## src/rtl/wfg_drive_spi_pkg.sv

```systemverilog
// Shared types and limits for the SPI DAC drive block: FSM states, legal
// word-length range and the helper that clamps the configured length into it.
package wfg_drive_spi_pkg;

  typedef enum logic [1:0] {
    IDLE  = 2'd0,
    SETUP = 2'd1,
    SHIFT = 2'd2,
    HOLD  = 2'd3
  } state_e;

  localparam int unsigned WLEN_MIN  = 7;
  localparam int unsigned WLEN_MAX  = 17;
  localparam int unsigned BIT_CNT_W = $clog2(WLEN_MAX + 1);

  // Word length is stored as (bits - 1); out-of-range requests snap to the limits.
  function automatic logic [BIT_CNT_W-1:0] clamp_wlen(input logic [4:0] wlen);
    logic [BIT_CNT_W-1:0] r;
    if (wlen < 5'(WLEN_MIN)) begin
      r = BIT_CNT_W'(WLEN_MIN);
    end else if (wlen > 5'(WLEN_MAX)) begin
      r = BIT_CNT_W'(WLEN_MAX);
    end else begin
      r = BIT_CNT_W'(wlen);
    end
    return r;
  endfunction

endpackage

```

## src/rtl/wfg_drive_spi_clkgen.sv

```systemverilog
// SCLK divider: counts 0..clkdiv per half period while a frame runs, emits the
// half-period tick / bit-end strobes and drives the registered SCLK level.
module wfg_drive_spi_clkgen #(
  parameter int DIV_W = 8
) (
  input  logic             clk,
  input  logic             rst_n,
  input  logic             run_i,
  input  logic             shift_i,
  input  logic             cpol_i,
  input  logic [DIV_W-1:0] clkdiv_i,
  output logic             tick_o,
  output logic             bit_end_o,
  output logic             sclk_o
);

  logic [DIV_W-1:0] cnt_q, cnt_d;
  logic             phase_q, phase_d;
  logic             sclk_q, sclk_d;
  logic             mid_bit;

  // phase_q is 1 during the first half of a SHIFT bit; SETUP consumes one
  // half period so its tick lands on phase 0 and aligns the bit halves.
  assign tick_o    = run_i & (cnt_q == clkdiv_i);
  assign mid_bit   = tick_o & phase_q;
  assign bit_end_o = tick_o & ~phase_q;
  assign sclk_o    = sclk_q;

  always_comb begin
    cnt_d   = cnt_q;
    phase_d = phase_q;
    sclk_d  = sclk_q;
    if (!run_i) begin
      cnt_d   = '0;
      phase_d = 1'b0;
      sclk_d  = cpol_i;
    end else begin
      cnt_d = tick_o ? '0 : cnt_q + 1'b1;
      if (tick_o) begin
        phase_d = ~phase_q;
      end
      if (shift_i && mid_bit) begin
        sclk_d = ~cpol_i;
      end else if (bit_end_o) begin
        sclk_d = cpol_i;
      end
    end
  end

  always_ff @(posedge clk or negedge rst_n) begin
    if (!rst_n) begin
      cnt_q   <= '0;
      phase_q <= 1'b0;
      sclk_q  <= 1'b0;
    end else begin
      cnt_q   <= cnt_d;
      phase_q <= phase_d;
      sclk_q  <= sclk_d;
    end
  end

endmodule

```

## src/rtl/wfg_drive_spi_core.sv

```systemverilog
// SPI master that shifts one truncated stimulus sample per sync pulse to a DAC.
// Define WFG_SPI_OFFSET_BIN_EN to invert the word MSB (offset-binary output).
module wfg_drive_spi_core
  import wfg_drive_spi_pkg::*;
#(
  parameter int DATA_W = 18,
  parameter int DIV_W  = 8
) (
  input  logic              clk,
  input  logic              rst_n,
  input  logic              sync_i,
  input  logic              ctrl_en_i,
  input  logic [DIV_W-1:0]  cfg_clkdiv_i,
  input  logic              cfg_cpol_i,
  input  logic              cfg_lsbfirst_i,
  input  logic [4:0]        cfg_wlen_i,
  input  logic              wfg_axis_tvalid_i,
  input  logic [DATA_W-1:0] wfg_axis_tdata_i,
  output logic              wfg_axis_tready_o,
  output logic              spi_cs_no,
  output logic              spi_sclk_o,
  output logic              spi_sdo_o,
  output logic              busy_o,
  output logic              frame_done_o,
  output state_e            dbg_state_o
);

  localparam int SHAMT_W = $clog2(DATA_W);

  // Stream handshake: a sample transfers on a cycle where tvalid and tready are
  // both high. tready is only offered in IDLE on a sync pulse while enabled, so
  // at most one sample is accepted per sync and nothing is ever queued.
  state_e               state_q, state_d;
  logic [DATA_W-1:0]    word_q, word_d;
  logic [DIV_W-1:0]     div_q, div_d;
  logic                 cpol_q, cpol_d;
  logic                 lsb_q, lsb_d;
  logic [BIT_CNT_W-1:0] wlen_q, wlen_d;
  logic [BIT_CNT_W-1:0] bit_cnt_q, bit_cnt_d;
  logic                 cs_n_q, cs_n_d;
  logic                 sdo_q, sdo_d;
  logic                 done_q, done_d;

  logic                 capture;
  logic [BIT_CNT_W-1:0] wlen_new;
  logic [SHAMT_W-1:0]   shamt;
  logic [DATA_W-1:0]    word_new;
  logic [BIT_CNT_W-1:0] first_idx;
  logic [BIT_CNT_W-1:0] next_cnt;
  logic [BIT_CNT_W-1:0] next_idx;
  logic                 tick;
  logic                 bit_end;
  logic                 sclk;

  assign wfg_axis_tready_o = rst_n & ctrl_en_i & (state_q == IDLE) & sync_i;
  assign capture           = wfg_axis_tvalid_i & wfg_axis_tready_o;

  // The selected word is right-aligned so bit index equals bit weight.
  always_comb begin
    wlen_new = clamp_wlen(cfg_wlen_i);
    shamt    = SHAMT_W'(DATA_W - 1) - SHAMT_W'(wlen_new);
    word_new = wfg_axis_tdata_i >> shamt;
`ifdef WFG_SPI_OFFSET_BIN_EN
    word_new[wlen_new] = ~word_new[wlen_new];
`endif
    first_idx = cfg_lsbfirst_i ? '0 : wlen_new;
    next_cnt  = bit_cnt_q + 1'b1;
    next_idx  = lsb_q ? next_cnt : wlen_q - next_cnt;
  end

  always_comb begin
    state_d   = state_q;
    word_d    = word_q;
    div_d     = div_q;
    cpol_d    = cpol_q;
    lsb_d     = lsb_q;
    wlen_d    = wlen_q;
    bit_cnt_d = bit_cnt_q;
    cs_n_d    = cs_n_q;
    sdo_d     = sdo_q;
    done_d    = 1'b0;
    case (state_q)
      IDLE: begin
        if (capture) begin
          state_d   = SETUP;
          word_d    = word_new;
          div_d     = cfg_clkdiv_i;
          cpol_d    = cfg_cpol_i;
          lsb_d     = cfg_lsbfirst_i;
          wlen_d    = wlen_new;
          bit_cnt_d = '0;
          cs_n_d    = 1'b0;
          sdo_d     = word_new[first_idx];
        end
      end
      SETUP: begin
        if (tick) begin
          state_d = SHIFT;
        end
      end
      SHIFT: begin
        if (bit_end) begin
          if (bit_cnt_q == wlen_q) begin
            state_d = HOLD;
          end else begin
            bit_cnt_d = next_cnt;
            sdo_d     = word_q[next_idx];
          end
        end
      end
      HOLD: begin
        if (tick) begin
          state_d = IDLE;
          cs_n_d  = 1'b1;
          done_d  = 1'b1;
        end
      end
      default: state_d = IDLE;
    endcase
  end

  always_ff @(posedge clk or negedge rst_n) begin
    if (!rst_n) begin
      state_q   <= IDLE;
      word_q    <= '0;
      div_q     <= '0;
      cpol_q    <= 1'b0;
      lsb_q     <= 1'b0;
      wlen_q    <= '0;
      bit_cnt_q <= '0;
      cs_n_q    <= 1'b1;
      sdo_q     <= 1'b0;
      done_q    <= 1'b0;
    end else begin
      state_q   <= state_d;
      word_q    <= word_d;
      div_q     <= div_d;
      cpol_q    <= cpol_d;
      lsb_q     <= lsb_d;
      wlen_q    <= wlen_d;
      bit_cnt_q <= bit_cnt_d;
      cs_n_q    <= cs_n_d;
      sdo_q     <= sdo_d;
      done_q    <= done_d;
    end
  end

  // On the capture cycle the idle level is taken from the incoming config so
  // SCLK settles to the new polarity together with the CS_n falling edge.
  wfg_drive_spi_clkgen #(
    .DIV_W(DIV_W)
  ) u_clkgen (
    .clk       (clk),
    .rst_n     (rst_n),
    .run_i     (state_q != IDLE),
    .shift_i   (state_q == SHIFT),
    .cpol_i    (capture ? cfg_cpol_i : cpol_q),
    .clkdiv_i  (div_q),
    .tick_o    (tick),
    .bit_end_o (bit_end),
    .sclk_o    (sclk)
  );

  assign spi_cs_no    = cs_n_q;
  assign spi_sclk_o   = sclk;
  assign spi_sdo_o    = sdo_q;
  assign busy_o       = (state_q != IDLE);
  assign frame_done_o = done_q;
  assign dbg_state_o  = state_q;

endmodule

```

## config.mk

```make
export PLATFORM = sky130hd
export DESIGN_NAME = wfg_drive_spi_core
export DESIGN_NICKNAME = d
export VERILOG_FILES = /design/src/rtl/wfg_drive_spi_pkg.sv /design/src/rtl/wfg_drive_spi_clkgen.sv /design/src/rtl/wfg_drive_spi_core.sv
export SDC_FILE = /design/constraint.sdc
export NUM_CORES = 1
export LEC_CHECK = 0
export CAP_MARGIN = 20
export CORE_AREA = 2 2 102 104
export CTS_CLUSTER_SIZE = 16
export DETAILED_ROUTE_END_ITERATION = 6
export DIE_AREA = 0 0 104 106
export DONT_BUFFER_PORTS = 1
export SLEW_MARGIN = 20
export SYNTH_ARGS = -nofsm -noshare
export SYNTH_HDL_FRONTEND = slang
export SYNTH_SLANG_ARGS = --single-unit
```

## constraint.sdc

```tcl
create_clock -name clk -period 3.53 [get_ports clk]
set_input_delay 0.353 -clock clk [delete_from_list [all_inputs] [get_ports clk]]
set_output_delay 0.353 -clock clk [all_outputs]
set_load 0.01 [all_outputs]
```

==> results of run 1 <==
-- layout by cell type, fill, tap and decap left out, types with 3 or more instances in the layout --
cell      count
mux2_2       20
o21ai_0      24
buf_4        12
mux2i_1      28
xor2_1       19
inv_1        14
nor3_1        7
dfrtp_1      52
a22o_1        3
a21oi_1      20
and3_1        4
mux4_2        8
clkbuf_8      5
nor2b_1       4
or3_1         4
nand3_1      18
ha_1         11
nand2b_1      6
nor2_1       30
nand2_1      48
xnor2_1       7
o22ai_1       4
o211ai_1      5
a21o_1        4
-- where the power goes --
part           internal (W)  switching [W]  leakage [nW]
clock network      0.000206       0.000193        0.0540
logic              0.000588       0.000648          1.17
registers          0.000802       0.000188         0.696
total               0.00160        0.00103          1.92
-- worst max-delay path by stage --
stage	start	endpoint	cells past startpoint
finish	bit_cnt_q[0]	spi_sdo_o	8
global route	bit_cnt_q[0]	spi_sdo_o	8
CTS	bit_cnt_q[0]	spi_sdo_o	8
detailed placement	bit_cnt_q[0]	spi_sdo_o	8
global placement	bit_cnt_q[0]	spi_sdo_o	8
floorplan	cfg_wlen_i[3]	spi_sdo_o	13
-- timing repair --
action / in CTS / in global routing
endpoints found under the hold margin: 53 / 0
hold buffers: 2 / 0
setup buffers: 0 / 0
-- layout make-up --
class                   instances  area [sq um]  share of cell area, %
repair buffers                 14         127.6                  3.052
flip-flops and latches         53          1328                  31.75
clock buffers                   5         68.82                  1.646
inverters                      15         56.30                  1.346
clock inverters                 2         35.03                 0.8378
multi-input cells             326          2396                  57.30
well taps                     136         170.2                  4.069
-- state kept, by name, summed over array words and instances (netlist names), 2 cells and up --
signal,flops
word_q,18
div_q,8
u_clkgen.cnt_q,8
bit_cnt_q,5
wlen_q,5
dbg_state_o,2
-- synth_stat cells (4+ instances only) --
library cell,instances
inv_1,14
xor2_1,19
nor3_1,7
buf_2,4
a21oi_1,20
a21o_1,4
mux4_2,8
o22ai_1,4
clkbuf_1,15
dfrtp_1,52
o211ai_1,5
nand2b_1,6
and3_1,4
ha_1,11
or3_1,4
nand2_1,49
xnor2_1,7
nand3_1,18
nor2b_1,4
o21ai_0,24
mux2i_1,28
nor2_1,30
mux2_2,20
-- metal layers --
metal	vias up	GRT usage, %	wire length [microns]	share of wire [%]
met1	1499	23.85	4340	46
met3	9	3.311	508	5.4
met5	-	0	0	0
li1	1512	-	-	-
met2	95	29.42	4479	47
met4	0	5.502	129	1.4
-- stage by stage --
| stage | utilization [%] | total power, W | instances | instance area [sq um] |
|---|---|---|---|---|
| 2_1_floorplan | - | 0.001955 | 416 | 3889 |
| 6_report | 41.82 | 0.002627 | 551 | 4182 |
| 5_1_grt | 41.82 | 0.002860 | 551 | 4182 |
| 3_3_place_gp | 40.40 | 0.002191 | 542 | 4040 |
| 3_5_place_dp | 40.40 | 0.002232 | 542 | 4040 |
| 4_1_cts | 41.82 | 0.002659 | 551 | 4182 |
-- critical path: cells and delay by family (launching register included) --
| family | cells | cell delay (ns) |
|---|---|---|
| flip-flops | 1 | 0.44 |
| adder cells (fa/ha/maj) | 2 | 0.84 |
| AO/OA/AOI/OAI | 3 | 0.73 |
| multiplexers | 3 | 0.99 |
-- kinds of logic (layout without fill, tap and decap cells) --
family | after synthesis | count (layout)
AOI/OAI and AO/OA | 92 | 92
xor gates and xnor gates | 27 | 27
adders and majority gates | 12 | 12
buffers and inverters | 37 | 36
DFF | 53 | 53
muxes | 57 | 57
and+or+nand+nor | 138 | 138
==> metrics.csv, run 1 <==
metric,value,unit
status,completed,
tightest_slew,0.6911,ns
wire_per_inst,17.16,microns
dpl.hpwl,7.028,mm
required,3.73,ns
synth_top_area_share,33.46,%
fill_cells,1023,
synth_cell_types,70,
drcViolationCount,0,
ys_seq_elements,53,
syn_nets,466,
rows,37,
timing.slew.headroom,53.93,%
rsz0062_at_grt,false,
crit_slowest_cell,mux4_2,
start_kind,register,
hold_path_depth,1,
die_h,106,microns
ios,46,
rr_endpoint,spi_sdo_o,
cts_tree,yes,
skew,0.007242,ns
cts_resized,0,
grt_max_degree,54,
synth-edff-count,0,
n_antenna_cell,0,
gp_congestion,0.8615,
start_util,38.89,%
grt_usage,17.83,%
core-area,10000,sq um
cts_buffer_depth,2,
syn_inst,416,
cp_slowest_stage_delay,0.58,ns
fmax,322.6,MHz
synth.area.mux_share,18.31,%
area_growth,7.529,%
min_period,3.100,ns
yosysTopAreaCell,dfrtp_1,
grt_pass1_vias,3279,
synth_xor_area_share,6.274,%
routed_wl,9.457,mm
synthFlopType,dfrtp_1,
critical_path_arrival,3.30,ns
antenna_found_initial,0,
dr_total_vias,3115,
die_w,104,microns
min_to,div_q[3],
synth_compound_area_share,15.93,%
slew_violations,0,
path_cells,ha_1 -> fa_1 -> o21ai_1 -> mux4_2 -> mux2_2 -> mux2i_1 -> o211ai_1 -> o2111a_1,
firstDrtPassIters,4,
synth_warnings,0,
power.density,628.1,nW/um^2
path_max_fanout,5,
via_per_inst,5.653,
yosys.area_share.simple,16.99,%
postRouteAntennaNets,0,
port_buffers,0,
synth_area_leaders,"dfrtp_1 33%, mux2i_1 7.2%, mux2_2 5.8%",
finalCritPeriodShare,87.81,%
p_leak,1.924,nW
cts_buffers,5,
layout-drive-gt1-share,14.22,%
dp_slack,0.4015,ns
finalHoldWorstSlack,0.1877,ns
avgSynthCellArea,9.348,sq um
worst-setup-path-type,register to register,
fin_nets,465,
setup_viol,0,
drtIter0Drc,138,
max_cap_viol_count,0,
r2r_slack,0.43,ns
synth_fa_ha_area_share,4.054,%
cts.sinks,53,
r2r_start,bit_cnt_q[0],
ys_seq_area_share,34.14,%
setup_ws,0.4302,ns
clock_latency,0.30,ns
grt_overflow,0,
irDropWorstVdd,0.2881,mV
setup-tns-final,0,ns
r2r_cells,8,
dieArea,11020,sq um
min-delay-start,cfg_clkdiv_i[3],
crit_path_end_kind,register,
cts-root-buf,clkbuf_8,
grt_pass1_wl,16.12,mm
final_hold_viol_count,0,
synth_top_family_by_area,multiplexers,
netlist_area,3889,sq um
synth-async-reset-ratio,100.0,%
ctsHtreeMaxLevel,2,
hold_path_class,input pin to register,
clk_pin_slew,0.09,ns
Note: power is estimated with default switching activity, not from simulation.
==> run 2, diff against run 1 <==
- SKIP_LAST_GASP: default -> 1
==> results of run 2 <==
The final DEF is identical to that of run 1; final timing and power are the same.
==> run 3, diff against run 2 <==
- PLACE_DENSITY: default -> 0.61
==> metrics.csv, run 3 (synthesized netlist as in run 1, its figures left out) <==
metric,value,unit,change
area_growth,7.497,%,about the same
rows,37,,unchanged
core-area,10000,sq um,unchanged
cts-root-buf,clkbuf_8,,
reg_top3,"word_q (18), div_q (8), u_clkgen.cnt_q (8)",,
seqPwrFrac,38.5,%,+0.8 points
ios,46,,unchanged
seqCellArea,1328,sq um,unchanged
regMostFlops,word_q,,
port_buffers,0,,unchanged
min_period,3.066,ns,-0.03357 ns
fill_cells,1062,,+3.8%
cts_tree,yes,,
finalCritPeriodShare,86.86,%,-0.95 points
layout.cells.non_filler,553,,+0.36%
die_w,104,microns,unchanged
irDropWorstVdd,0.2328,mV,-19%
firstDrtPassIters,4,,unchanged
dr_total_vias,3125,,+0.32%
ctsHtreeMaxLevel,2,,unchanged
grt_pass1_wl,15.88,mm,-1.5%
path_max_fanout,5,,unchanged
fmax,326.1,MHz,+1.1%
cts_buffer_depth,2,,unchanged
final_hold_viol_count,0,,unchanged
dp_slack,0.4493,ns,+0.04776 ns
tightest_slew,0.6208,ns,-0.07027 ns
grt_usage,17.37,%,-0.47 points
hold_path_class,input pin to register,,
setup_ws,0.4637,ns,+0.03357 ns
wire_per_inst,16.98,microns,-1.0%
antenna_found_initial,0,,unchanged
rsz0062_at_grt,false,,
drcViolationCount,0,,unchanged
status,completed,,
multi_input_area,2396,sq um,unchanged
dieArea,11020,sq um,unchanged
p_int,0.001539,W,-3.7%
grt_pass1_vias,3228,,-1.6%
timing.slew.headroom,58.61,%,+4.7 points
routed_wl,9.392,mm,-0.69%
power.switching,0.001044,W,+1.4%
clock_latency,0.31,ns,about the same
setup-tns-final,0,ns,unchanged
layout-drive-gt1-share,14.63,%,+0.41 points
slew_violations,0,,unchanged
power.density,617.9,nW/um^2,-1.6%
swShare,40.42,%,+1.2 points
cts_resized,0,,unchanged
n_antenna_cell,0,,unchanged
fin_nets,466,,+0.22%
crit_path_end_kind,register,,
cts_buffers,5,,unchanged
gp_congestion,0.8603,,-0.14%
via_per_inst,5.651,,about the same
clk_pin_slew,0.11,ns,+0.02 ns
combPwrFrac,47.8,%,+0.7 points
drtIter0Drc,149,,+8.0%
start_kind,register,,
design_area,4180,sq um,about the same
largest_reg_flops,18,,unchanged
p_leak,1.924,nW,about the same
grt_max_degree,54,,unchanged
postRouteAntennaNets,0,,unchanged
max_cap_viol_count,0,,unchanged
required,3.73,ns,about the same
skew,0.009625,ns,+0.002383 ns
die_h,106,microns,unchanged
dpl.hpwl,7.017,mm,-0.16%
final_common_cell,dfrtp_1,,
grt_overflow,0,,unchanged
cts.sinks,53,,unchanged
start_util,38.89,%,unchanged
worst-setup-path-type,register to register,,
place_area,4048,sq um,+0.19%
critical_path_arrival,3.27,ns,-0.03 ns
setup_viol,0,,unchanged
final_cell_mix,"52 x dfrtp_1, 48 x nand2_1, 30 x nor2_1, 28 x mux2i_1, 24 x o21ai_0",,
pwr-share-clk,13.8,%,-1.4 points
placedCellCount,543,,+0.18%
## run 3: cell count changes in the layout (fill, tap and decap cells not counted)
cell and change:
clkinv_4 +2, inv_6 +1, clkinv_2 -1, buf_4 +1
bufinv_16 -1
## run 3: power groups by stage
stage | combinational, W | sequential, W | clock, W
after floorplan | 0.00101 | 0.000940 | 0
after global placement | 0.00120 | 0.000999 | 0
after detailed placement | 0.00123 | 0.00101 | 0
after CTS | 0.00125 | 0.000997 | 0.000366
after global routing | 0.00140 | 0.00102 | 0.000386
final | 0.00123 | 0.000993 | 0.000355
## run 3: per-layer routing
layer | vias up | wire [microns] | track usage (%)
met5 | - | 0 | 0
met1 | 1516 | 4349 | 23.81
li1 | 1504 | - | -
met3 | 14 | 493 | 3.004
met4 | 0 | 145 | 4.537
met2 | 91 | 4403 | 28.52
## run 3: stage by stage
stage	power, W	utilization [%]	hold slack (ns)
2_1_floorplan	0.001955	-	0.05741
6_report	0.002583	41.80	0.1881
3_5_place_dp	0.002238	40.48	0.05890
3_3_place_gp	0.002195	40.48	0.05847
4_1_cts	0.002614	41.80	0.1824
5_1_grt	0.002806	41.80	0.1719
## run 3: cell type report
cell class / count / share of cell area, %
tap: 136 / 4.071
timing repair buffer: 15 / 3.233
inverter: 15 / 1.347
sequential: 53 / 31.76
clock inverter: 3 / 0.6286
multi-input combinational: 326 / 57.32
clock buffer: 5 / 1.646
## run 3: worst paths after layout
kind | from | to | slack [ns] | depth (start not counted)
hold reg to reg | word_q[15] | word_q[15] | 0.48 | 2
setup reg to reg | bit_cnt_q[0] | spi_sdo_o | 0.46 | 8
hold / removal | cfg_clkdiv_i[7] | div_q[7] | 0.19 | 1
max in group asynchronous | rst_n | spi_cs_no | 2.69 | 2
setup / recovery | bit_cnt_q[0] | spi_sdo_o | 0.46 | 8
min in group asynchronous | rst_n | div_q[5] | 0.55 | 2
## run 3: what timing repair did
item | CTS | global route
hold buffers | 2 | 0
hold endpoints to repair | 53 | 0
setup endpoints to repair | 0 | 0
setup buffers | 0 | 0
## run 3: worst max-delay path, stage by stage (launching register included)
cell      delay (ns)
dfrtp_1         0.44
ha_1            0.37
fa_1            0.46
o21ai_1         0.48
mux4_2          0.57
mux2_2          0.28
mux2i_1         0.12
o211ai_1        0.10
o2111a_1        0.15
